<file path="config.mk">
export PLATFORM = sky130hd
export DESIGN_NAME = fetch_queue
export DESIGN_NICKNAME = d
export VERILOG_FILES = /design/src/rtl/tomasulo_pkg.sv /design/src/rtl/fq_decode.sv /design/src/rtl/fetch_queue.sv
export SDC_FILE = /design/constraint.sdc
export NUM_CORES = 1
export LEC_CHECK = 0
export BUFFER_PORTS_ARGS = -buffer_cell sky130_fd_sc_hd__buf_2
export CORE_ASPECT_RATIO = 0.6
export CORE_MARGIN = 3
export CORE_UTILIZATION = 61
export DETAILED_ROUTE_END_ITERATION = 7
export PLACE_DENSITY_LB_ADDON = 0.25
export SLEW_MARGIN = 20
export SYNTH_ARGS = -nofsm -noshare
export SYNTH_HDL_FRONTEND = slang
export SYNTH_SLANG_ARGS = --single-unit
</file>
<file path="constraint.sdc">
create_clock -name clk1 -period 6.5 [get_ports clk1]
set_input_delay 1.625 -clock clk1 [delete_from_list [all_inputs] [get_ports clk1]]
set_output_delay 1.625 -clock clk1 [all_outputs]
set_load 0.005 [all_outputs]
</file>
<file path="src/rtl/tomasulo_pkg.sv">
// Shared definitions for the Tomasulo front end: opcodes, issue classes,
// instruction field layout and the fetch-queue entry format.
package tomasulo_pkg;

  localparam int FQ_DEPTH = 4;
  localparam int INSTR_W  = 16;

  localparam int OP_HI  = 15;
  localparam int OP_LO  = 12;
  localparam int RD_HI  = 11;
  localparam int RD_LO  = 8;
  localparam int RS1_HI = 7;
  localparam int RS1_LO = 4;
  localparam int RS2_HI = 3;
  localparam int RS2_LO = 0;

  localparam logic [3:0] OP_ADD  = 4'h0;
  localparam logic [3:0] OP_SUB  = 4'h1;
  localparam logic [3:0] OP_MUL  = 4'h2;
  localparam logic [3:0] OP_DIV  = 4'h3;
  localparam logic [3:0] OP_BEQ  = 4'h4;
  localparam logic [3:0] OP_BNE  = 4'h5;
  localparam logic [3:0] OP_HALT = 4'hF;

  localparam logic [1:0] CLS_ADD = 2'b00;
  localparam logic [1:0] CLS_MUL = 2'b01;
  localparam logic [1:0] CLS_BR  = 2'b10;
  localparam logic [1:0] CLS_NOP = 2'b11;

  typedef struct packed {
    logic [3:0] pc;
    logic [3:0] op;
    logic [1:0] cls;
    logic [3:0] rd;
    logic [3:0] rs1;
    logic [3:0] rs2;
  } fq_entry_t;

  function automatic logic [1:0] op_class(input logic [3:0] op);
    case (op)
      OP_ADD, OP_SUB: op_class = CLS_ADD;
      OP_MUL, OP_DIV: op_class = CLS_MUL;
      OP_BEQ, OP_BNE: op_class = CLS_BR;
      default:        op_class = CLS_NOP;
    endcase
  endfunction

endpackage

</file>
<file path="src/rtl/fq_decode.sv">
// Combinational instruction decoder: splits a fetched word into issue fields
// and flags HALT so the queue can stop fetching.
module fq_decode
  import tomasulo_pkg::*;
(
  input  logic [INSTR_W-1:0] instr_i,
  output logic [3:0]         op_o,
  output logic [1:0]         cls_o,
  output logic [3:0]         rd_o,
  output logic [3:0]         rs1_o,
  output logic [3:0]         rs2_o,
  output logic               is_halt_o
);

  assign op_o      = instr_i[OP_HI:OP_LO];
  assign rd_o      = instr_i[RD_HI:RD_LO];
  assign rs1_o     = instr_i[RS1_HI:RS1_LO];
  assign rs2_o     = instr_i[RS2_HI:RS2_LO];
  assign cls_o     = op_class(op_o);
  assign is_halt_o = (op_o == OP_HALT);

endmodule

</file>
<file path="src/rtl/fetch_queue.sv">
// Instruction fetch unit with a circular issue queue feeding the Tomasulo
// issue stage; supports branch-mispredict flush and HALT stop.
module fetch_queue
  import tomasulo_pkg::*;
#(
  parameter int DEPTH = FQ_DEPTH,
  parameter int IW    = INSTR_W
) (
  input  logic          clk1,
  input  logic          rst_n,
  output logic [3:0]    imem_addr,
  input  logic [IW-1:0] imem_data,
  input  logic          flush,
  input  logic [3:0]    redirect_pc,
  output logic          iss_valid,
  input  logic          iss_ready,
  output logic [3:0]    iss_pc,
  output logic [3:0]    iss_op,
  output logic [1:0]    iss_class,
  output logic [3:0]    iss_rd,
  output logic [3:0]    iss_rs1,
  output logic [3:0]    iss_rs2,
  output logic [2:0]    q_count,
  output logic          halted
);

  localparam int         PW       = $clog2(DEPTH);
  localparam logic [2:0] FULL_CNT = 3'(DEPTH);

  fq_entry_t     mem_q [DEPTH];
  fq_entry_t     head_ent;
  logic [PW-1:0] head_q, head_d, tail_q, tail_d;
  logic [2:0]    count_q, count_d;
  logic [3:0]    pc_q, pc_d;
  logic          halted_q, halted_d;

  logic [3:0] dec_op, dec_rd, dec_rs1, dec_rs2;
  logic [1:0] dec_cls;
  logic       dec_halt;
  logic       pop, fetch, push;

  fq_decode u_decode (
    .instr_i   (imem_data[INSTR_W-1:0]),
    .op_o      (dec_op),
    .cls_o     (dec_cls),
    .rd_o      (dec_rd),
    .rs1_o     (dec_rs1),
    .rs2_o     (dec_rs2),
    .is_halt_o (dec_halt)
  );

  // A full queue may still fetch when the head leaves in the same cycle.
  assign pop   = (count_q != 3'd0) && iss_ready;
  assign fetch = !halted_q && !flush && ((count_q < FULL_CNT) || pop);
  assign push  = fetch && !dec_halt;

  always_comb begin
    head_d   = head_q;
    tail_d   = tail_q;
    count_d  = count_q;
    pc_d     = pc_q;
    halted_d = halted_q;
    if (flush) begin
      head_d   = '0;
      tail_d   = '0;
      count_d  = '0;
      pc_d     = redirect_pc;
      halted_d = 1'b0;
    end else begin
      if (pop) head_d = head_q + 1'b1;
      if (push) begin
        tail_d = tail_q + 1'b1;
        pc_d   = pc_q + 4'd1;
      end
      if (fetch && dec_halt) halted_d = 1'b1;
      count_d = count_q + {2'b00, push} - {2'b00, pop};
    end
  end

  always_ff @(posedge clk1 or negedge rst_n) begin
    if (!rst_n) begin
      head_q   <= '0;
      tail_q   <= '0;
      count_q  <= '0;
      pc_q     <= '0;
      halted_q <= 1'b0;
    end else begin
      head_q   <= head_d;
      tail_q   <= tail_d;
      count_q  <= count_d;
      pc_q     <= pc_d;
      halted_q <= halted_d;
    end
  end

  // Storage is left unreset; only occupied slots are ever presented.
  always_ff @(posedge clk1) begin
    if (push) begin
      mem_q[tail_q] <= '{pc: pc_q, op: dec_op, cls: dec_cls,
                         rd: dec_rd, rs1: dec_rs1, rs2: dec_rs2};
    end
  end

  assign head_ent  = mem_q[head_q];
  assign iss_valid = (count_q != 3'd0);
  assign iss_pc    = iss_valid ? head_ent.pc  : 4'd0;
  assign iss_op    = iss_valid ? head_ent.op  : 4'd0;
  assign iss_class = iss_valid ? head_ent.cls : 2'd0;
  assign iss_rd    = iss_valid ? head_ent.rd  : 4'd0;
  assign iss_rs1   = iss_valid ? head_ent.rs1 : 4'd0;
  assign iss_rs2   = iss_valid ? head_ent.rs2 : 4'd0;
  assign q_count   = count_q;
  assign halted    = halted_q;
  assign imem_addr = pc_q;

endmodule

</file>
==> results of run 1 <==
-- area by class of cell --
type                       count  area [um2]  area share (%)
sequential                   100        2940            62.2
multi-input combinational    104        1090            23.0
timing repair buffer          56         285            6.03
clock buffer                  10         229            4.84
tap                           84         105            2.22
clock inverter                 6        47.5            1.01
inverter                       8        30.0           0.635
-- placed cells by master, fill, tap and decap left out --
| cell type | n |
|---|---|
| o211ai_1 | 1 |
| ha_1 | 7 |
| a221o_1 | 1 |
| dfrtp_1 | 12 |
| edfxtp_1 | 88 |
| a21oi_1 | 3 |
| or2_2 | 2 |
| nor2b_1 | 24 |
| and3_2 | 4 |
| buf_2 | 54 |
| inv_6 | 2 |
| mux4_2 | 22 |
| clkinv_4 | 2 |
| o31ai_1 | 5 |
| fa_1 | 1 |
| inv_1 | 7 |
| xnor2_1 | 1 |
| or3_1 | 1 |
| o311a_1 | 1 |
| buf_4 | 2 |
| clkinvlp_4 | 1 |
| nor3_2 | 2 |
| and2b_1 | 1 |
| a22oi_1 | 2 |
| o311ai_1 | 2 |
| nand3_1 | 3 |
| inv_2 | 1 |
| a31oi_1 | 1 |
| nand4_1 | 5 |
| nand2_1 | 1 |
| nand2b_1 | 1 |
| xor2_1 | 3 |
| clkinv_2 | 1 |
| nor2_1 | 8 |
| nor3b_1 | 1 |
| and4_4 | 1 |
| clkbuf_1 | 1 |
| clkbuf_16 | 9 |
-- stage by stage --
step           util, %  instance area, um2  setup slack, ps
5_1_grt           74.7                4730             2550
2_1_floorplan        -                4130             3100
3_5_place_dp      70.3                4450             2780
3_3_place_gp      70.2                4450             2800
6_report          74.7                4730             2700
4_1_cts           74.6                4720             2670
-- worst reg2reg max path: cells and delay by family (launching register included) --
kind / cells / cell delay [ps]
buffers and inverters: 2 / 100
xor gates and xnor gates: 1 / 160
DFF: 1 / 460
adders and majority gates: 3 / 770
and+or+nand+nor: 4 / 690
-- worst max-delay path by stage --
stage	startpoint	end	slack, ps
detailed placement	imem_data[15]	mem_q[1][5]	2780
finish	head_q[0]	iss_class[1]	2700
floorplan	imem_data[15]	q_count[2]	3100
global placement	imem_data[15]	mem_q[0][0]	2800
CTS	head_q[0]	iss_rs2[0]	2670
global route	head_q[0]	iss_pc[2]	2550
-- cells by family after synthesis --
| logic type | after synthesis | share of synthesized area, % |
|---|---|---|
| DFF | 100 | 71.3 |
| and+or+nand+nor | 54 | 7.79 |
| xor gates and xnor gates | 4 | 0.849 |
| AOI/OAI and AO/OA | 16 | 2.88 |
| buffers and inverters | 19 | 2.58 |
| muxes | 22 | 12.0 |
| adders and majority gates | 8 | 2.61 |
-- per-layer routing --
metal / share of wire, % / routed length [um]
met5: 0 / 0
met3: 5.7 / 400
met2: 46 / 3200
met4: 1.2 / 85
met1: 47 / 3320
-- registers in the layout, summed over array words and instances, names as in the netlist --
signal / count
mem_q: 88
head_q: 2
halted: 1
tail_q: 2
imem_addr: 4
q_count: 3
-- report_power, final --
part / total (W) / leakage [nW] / internal, W / switching [W]
Clock: 0.000487 / 0.133 / 0.000263 / 0.000224
Combinational: 0.000459 / 0.657 / 0.000241 / 0.000219
Sequential: 0.000839 / 0.956 / 0.000780 / 0.0000590
Total: 0.00179 / 1.75 / 0.00128 / 0.000502
==> metrics.cfg, run 1 <==
[sta]
setup_tns_ps = 0
slew_headroom_pct = 29.7
hold_violations = 0
slew_violations = 0
setup_viol = 0
rsz0062_at_grt = false
fin_hold_ws_ps = 562
tightest_slew_ps = 1050
fin_crit_sh_pct = 58.4
period_needed_ps = 3800
finalClockSkew_ps = 6.39
fmax_mhz = 263

[grt]
overflow = 0
use_met3_pct = 5.58
top_usage_layer = met2
use_met1_pct = 29.2
grt_max_degree = 24
met2_usage_pct = 29.4
antenna_found_initial = 0
grt_pass1_wl_mm = 11.8
grt_pass1_vias = 2240
grtUsageTotal_pct = 20.2

[floorplan]
fp.dieArea_mm2 = 0.00782
start_util_pct = 65.2
die_width_um = 112
coreArea_mm2 = 0.00633
top_level_ports = 55
die_height_um = 69.7
num_rows = 22

[layout]
num-fill-cells = 379
area_growth_pct = 14.5
diodes = 0
final_nets = 311
drive_above_1_share_pct = 36.3
fin_cells = 368

[setup_path]
crit_path_max_fanout = 18
r2r_start = q_count[2]
cp.required_ps = 4880
critPathArrivalTime_ps = 2170
critPathLaunchType = flip-flop
r2r_setup_slack_ps = 4200
path_buf_inv = 2
critical_path.slowest_cell = dfrtp_1
cp.depth = 4
slowest_delay_ps = 570
criticalPathCategory = reg -> out
path_cells = buf_4 -> mux4_2 -> nor2b_1 -> buf_2
path_delay_family = flip-flops
cp-end-kind = output port
timing.rr.end = q_count[2]
r2r_cells = 10

[yosys]
ys_seq_area_share_pct = 71.3
netlist_area_mm2 = 0.00413
synth.most_common_cell = edfxtp_1
synth_common_cells = edfxtp_1 (88), nor2b_1 (24), mux4_2 (22), dfrtp_1 (12), nor2_1 (8)
yosysTopAreaCell = edfxtp_1
synth_cell_type_count = 34
yosysTopAreaCellShare_pct = 64.0
synth_cells = 223
synth_edf_count = 88
async_flop_share_pct = 12.0
yosysWarningCount = 0
ys_seq_elements = 100
avgSynthCellArea_um2 = 18.5
syn_nets = 255
ys.flop_type = edfxtp_1
synth_area_leaders = edfxtp_1 (64%), mux4_2 (12%), dfrtp_1 (7.3%), nor2b_1 (3.6%), ha_1 (2.1%)

[min_path]
min_path_type = reg -> reg
worstHoldEndpoint = mem_q[1][21]
hold-path-cell-count = 0
worstHoldStart = imem_addr[3]

[clocking]
cts_setup_buffers = 0
clock-sinks = 100
cts_root_buffer = clkbuf_16
numCtsBuffers = 9
clkTransAtPathRegs_ps = 70
ctsHtreeMaxLevel = 3
cts_hold_buf = 0
ctsLongestPathBuffers = 2
ctsResizeCount = 0
tritoncts = done
clock_latency_ps = 340

[drt]
first_iter_violations = 171
detail-route-antenna-nets = 0
via_per_inst = 5.77
finalWirelength_mm = 7.01
wl_per_cell_um = 19.0
drc = 0
num_vias = 2122
first_pass_iters = 4

[placement]
post-dp-hpwl_mm = 4.53
gp_congestion = 0.868
numPortBuffers = 54
dp.cells = 352

[power]
powerDensity_mw_per_mm2 = 378
ir_worst_vdd_mv = 0.302
p_total_w = 0.00179
p_leak_nw = 1.75

[run]
cap_violations = 0

[run_status]
status = finished clean

Note: power is estimated with default switching activity, not from simulation.
==> run 2, diff against run 1 <==
Settings changed: CORE_UTILIZATION 61 to 57.
Clock period 6.5 ns to 3.9 ns, I/O delays scaled along.
==> run 2 against run 1 <==
Count of clock-buffer cells in the layout is 1 lower. Register-to-register slack worse by 2700 ps. Via count is 4.7% higher. Global-route usage is 0.48 points higher. Sequential cell count stayed put. Design area is 1.5% higher. Critical path type unchanged. Largest cell class unchanged.
==> metrics.cfg, run 2 (synthesis gave the netlist of run 1 again) <==
[layout]
post-route-util_pct = 70.1  ; -4.6 points
final_nets = 316  ; +1.6%
layout_common_cells = edfxtp_1 (88), buf_2 (54), nor2b_1 (24)
drive_above_1_share_pct = 35.6  ; -0.63 points
largest_reg_flops = 88  ; unchanged
diodes = 0  ; unchanged
largest_register = mem_q
area_growth_pct = 16.2
mostFrequentLayoutCell = edfxtp_1
num-fill-cells = 450  ; +19%

[sta]
setup_tns_ps = 0  ; unchanged
slew_violations = 0  ; unchanged
finalClockSkew_ps = 9.63  ; +3.23 ps
rsz0062_at_grt = false
tightest_slew_ps = 823  ; -231 ps
slew_headroom_pct = 45.1  ; +15 points
hold_violations = 0  ; unchanged
period_needed_ps = 3110
fmax_mhz = 322
fin_crit_sh_pct = 79.7
setup_viol = 0  ; unchanged

[setup_path]
r2r_start = q_count[2]
r2r_setup_slack_ps = 1530  ; -2670 ps
critical_path.slowest_cell = dfrtp_1
timing.rr.end = q_count[2]
path_buf_inv = 2  ; unchanged
path_cells = buf_4 -> mux4_2 -> nor2b_1 -> buf_2
critPathArrivalTime_ps = 2130  ; -40 ps
criticalPathCategory = reg -> out
slowest_delay_ps = 880  ; +310 ps
cp-end-kind = output port
r2r_cells = 10  ; unchanged
crit_path_max_fanout = 18  ; unchanged
path_delay_family = flip-flops
critPathLaunchType = flip-flop
cp.required_ps = 2920  ; -1960 ps

[power]
p_leak_nw = 1.79  ; +2.5%
powerDensity_mw_per_mm2 = 645  ; +71%
ir_worst_vdd_mv = 0.385  ; +27%

[clocking]
numCtsBuffers = 9  ; unchanged
cts_root_buffer = clkbuf_16
ctsResizeCount = 0  ; unchanged
ctsLongestPathBuffers = 2  ; unchanged
cts_setup_buffers = 0  ; unchanged
clkTransAtPathRegs_ps = 70  ; about the same
ctsHtreeMaxLevel = 3  ; unchanged
cts_hold_buf = 0  ; unchanged
clock-sinks = 100  ; unchanged
tritoncts = done
clock_latency_ps = 340  ; about the same

[drt]
first_iter_violations = 171  ; unchanged
first_pass_iters = 4  ; unchanged
finalWirelength_mm = 7.88  ; +13%
drc = 0  ; unchanged
detail-route-antenna-nets = 0  ; unchanged
num_vias = 2221  ; +4.7%
via_per_inst = 5.91  ; +2.4%
wl_per_cell_um = 21.0  ; +10%

[floorplan]
fp.dieArea_mm2 = 0.00833  ; +6.5%
num_rows = 23  ; +4.5%
top_level_ports = 55  ; unchanged
coreArea_mm2 = 0.00685  ; +8.2%
die_height_um = 71.9  ; +3.1%
die_width_um = 116  ; +3.3%
start_util_pct = 60.3  ; -4.9 points

[grt]
grtUsageTotal_pct = 20.6  ; +0.48 points
overflow = 0  ; unchanged
grt_pass1_vias = 2245  ; +0.22%
grt_max_degree = 22  ; -8.3%
antenna_found_initial = 0  ; unchanged
grt_pass1_wl_mm = 12.3  ; +3.7%

[placement]
gp_congestion = 0.843  ; -2.8%
numPortBuffers = 54  ; unchanged
post-dp-hpwl_mm = 5.23  ; +15%

[run_status]
status = finished clean

[min_path]
min_path_type = in -> async

[run]
cap_violations = 0  ; unchanged

==> run 2: changes by cell type in the layout (fill, tap and decap cells not counted), sizes merged <==
| cell | delta |
|---|---|
| inv | +1 |
| bufinv | +1 |
| clkinvlp | -1 |
| clkbuf | -1 |
| buf | +5 |
==> run 2: how the worst max path moves through the flow <==
| stage | start | endpoint | slack (ps) | cells past startpoint |
|---|---|---|---|---|
| 4_1_cts | head_q[1] | iss_class[1] | 750 | 4 |
| 2_1_floorplan | imem_data[15] | q_count[2] | 1150 | 11 |
| 3_3_place_gp | imem_data[15] | q_count[2] | 950 | 11 |
| 6_report | head_q[1] | iss_class[1] | 790 | 4 |
| 3_5_place_dp | imem_data[15] | q_count[2] | 870 | 11 |
| 5_1_grt | head_q[1] | iss_class[1] | 680 | 4 |
==> run 2: stage by stage <==
stage / hold WS, ps / area, um2 / power [W] / worst slack (ps) / std cells
3_5_place_dp: 558 / 4500 / 0.00224 / 873 / 360
6_report: 507 / 4800 / 0.00310 / 791 / 376
2_1_floorplan: 525 / 4130 / 0.00192 / 1150 / 223
5_1_grt: 513 / 4800 / 0.00326 / 681 / 376
4_1_cts: 506 / 4800 / 0.00313 / 746 / 376
3_3_place_gp: 552 / 4500 / 0.00222 / 953 / 360
==> run 2: power breakdown <==
group	leakage [nW]	switching [W]	internal, W
sequential	0.956	0.000103	0.00130
clock	0.146	0.000384	0.000501
combinational	0.689	0.000388	0.000420
==> run 2: worst register-to-register path, stage by stage, from the launching register on <==
cell     delay [ps]
dfrtp_1         470
and2b_1         280
nor3_2          280
nand2_1         100
ha_1            270
inv_1            60
ha_1            130
inv_1            50
fa_1            380
xnor2_1         160
nor2_1           50
==> run 2: area by class of cell <==
cell class | count | area (um2) | share of cell area (%)
timing repair buffer | 61 | 335 | 6.99
sequential | 100 | 2940 | 61.3
clock buffer | 9 | 225 | 4.69
clock inverter | 7 | 72.6 | 1.51
inverter | 8 | 30.0 | 0.626
multi-input combinational | 104 | 1080 | 22.6
tap | 87 | 109 | 2.27
==> run 2: layer usage <==
layer	share of wire (%)	global-route usage (%)
met2	46	30.7
met4	1.1	6.05
met3	5.5	6.50
met1	47	30.0
met5	0	0
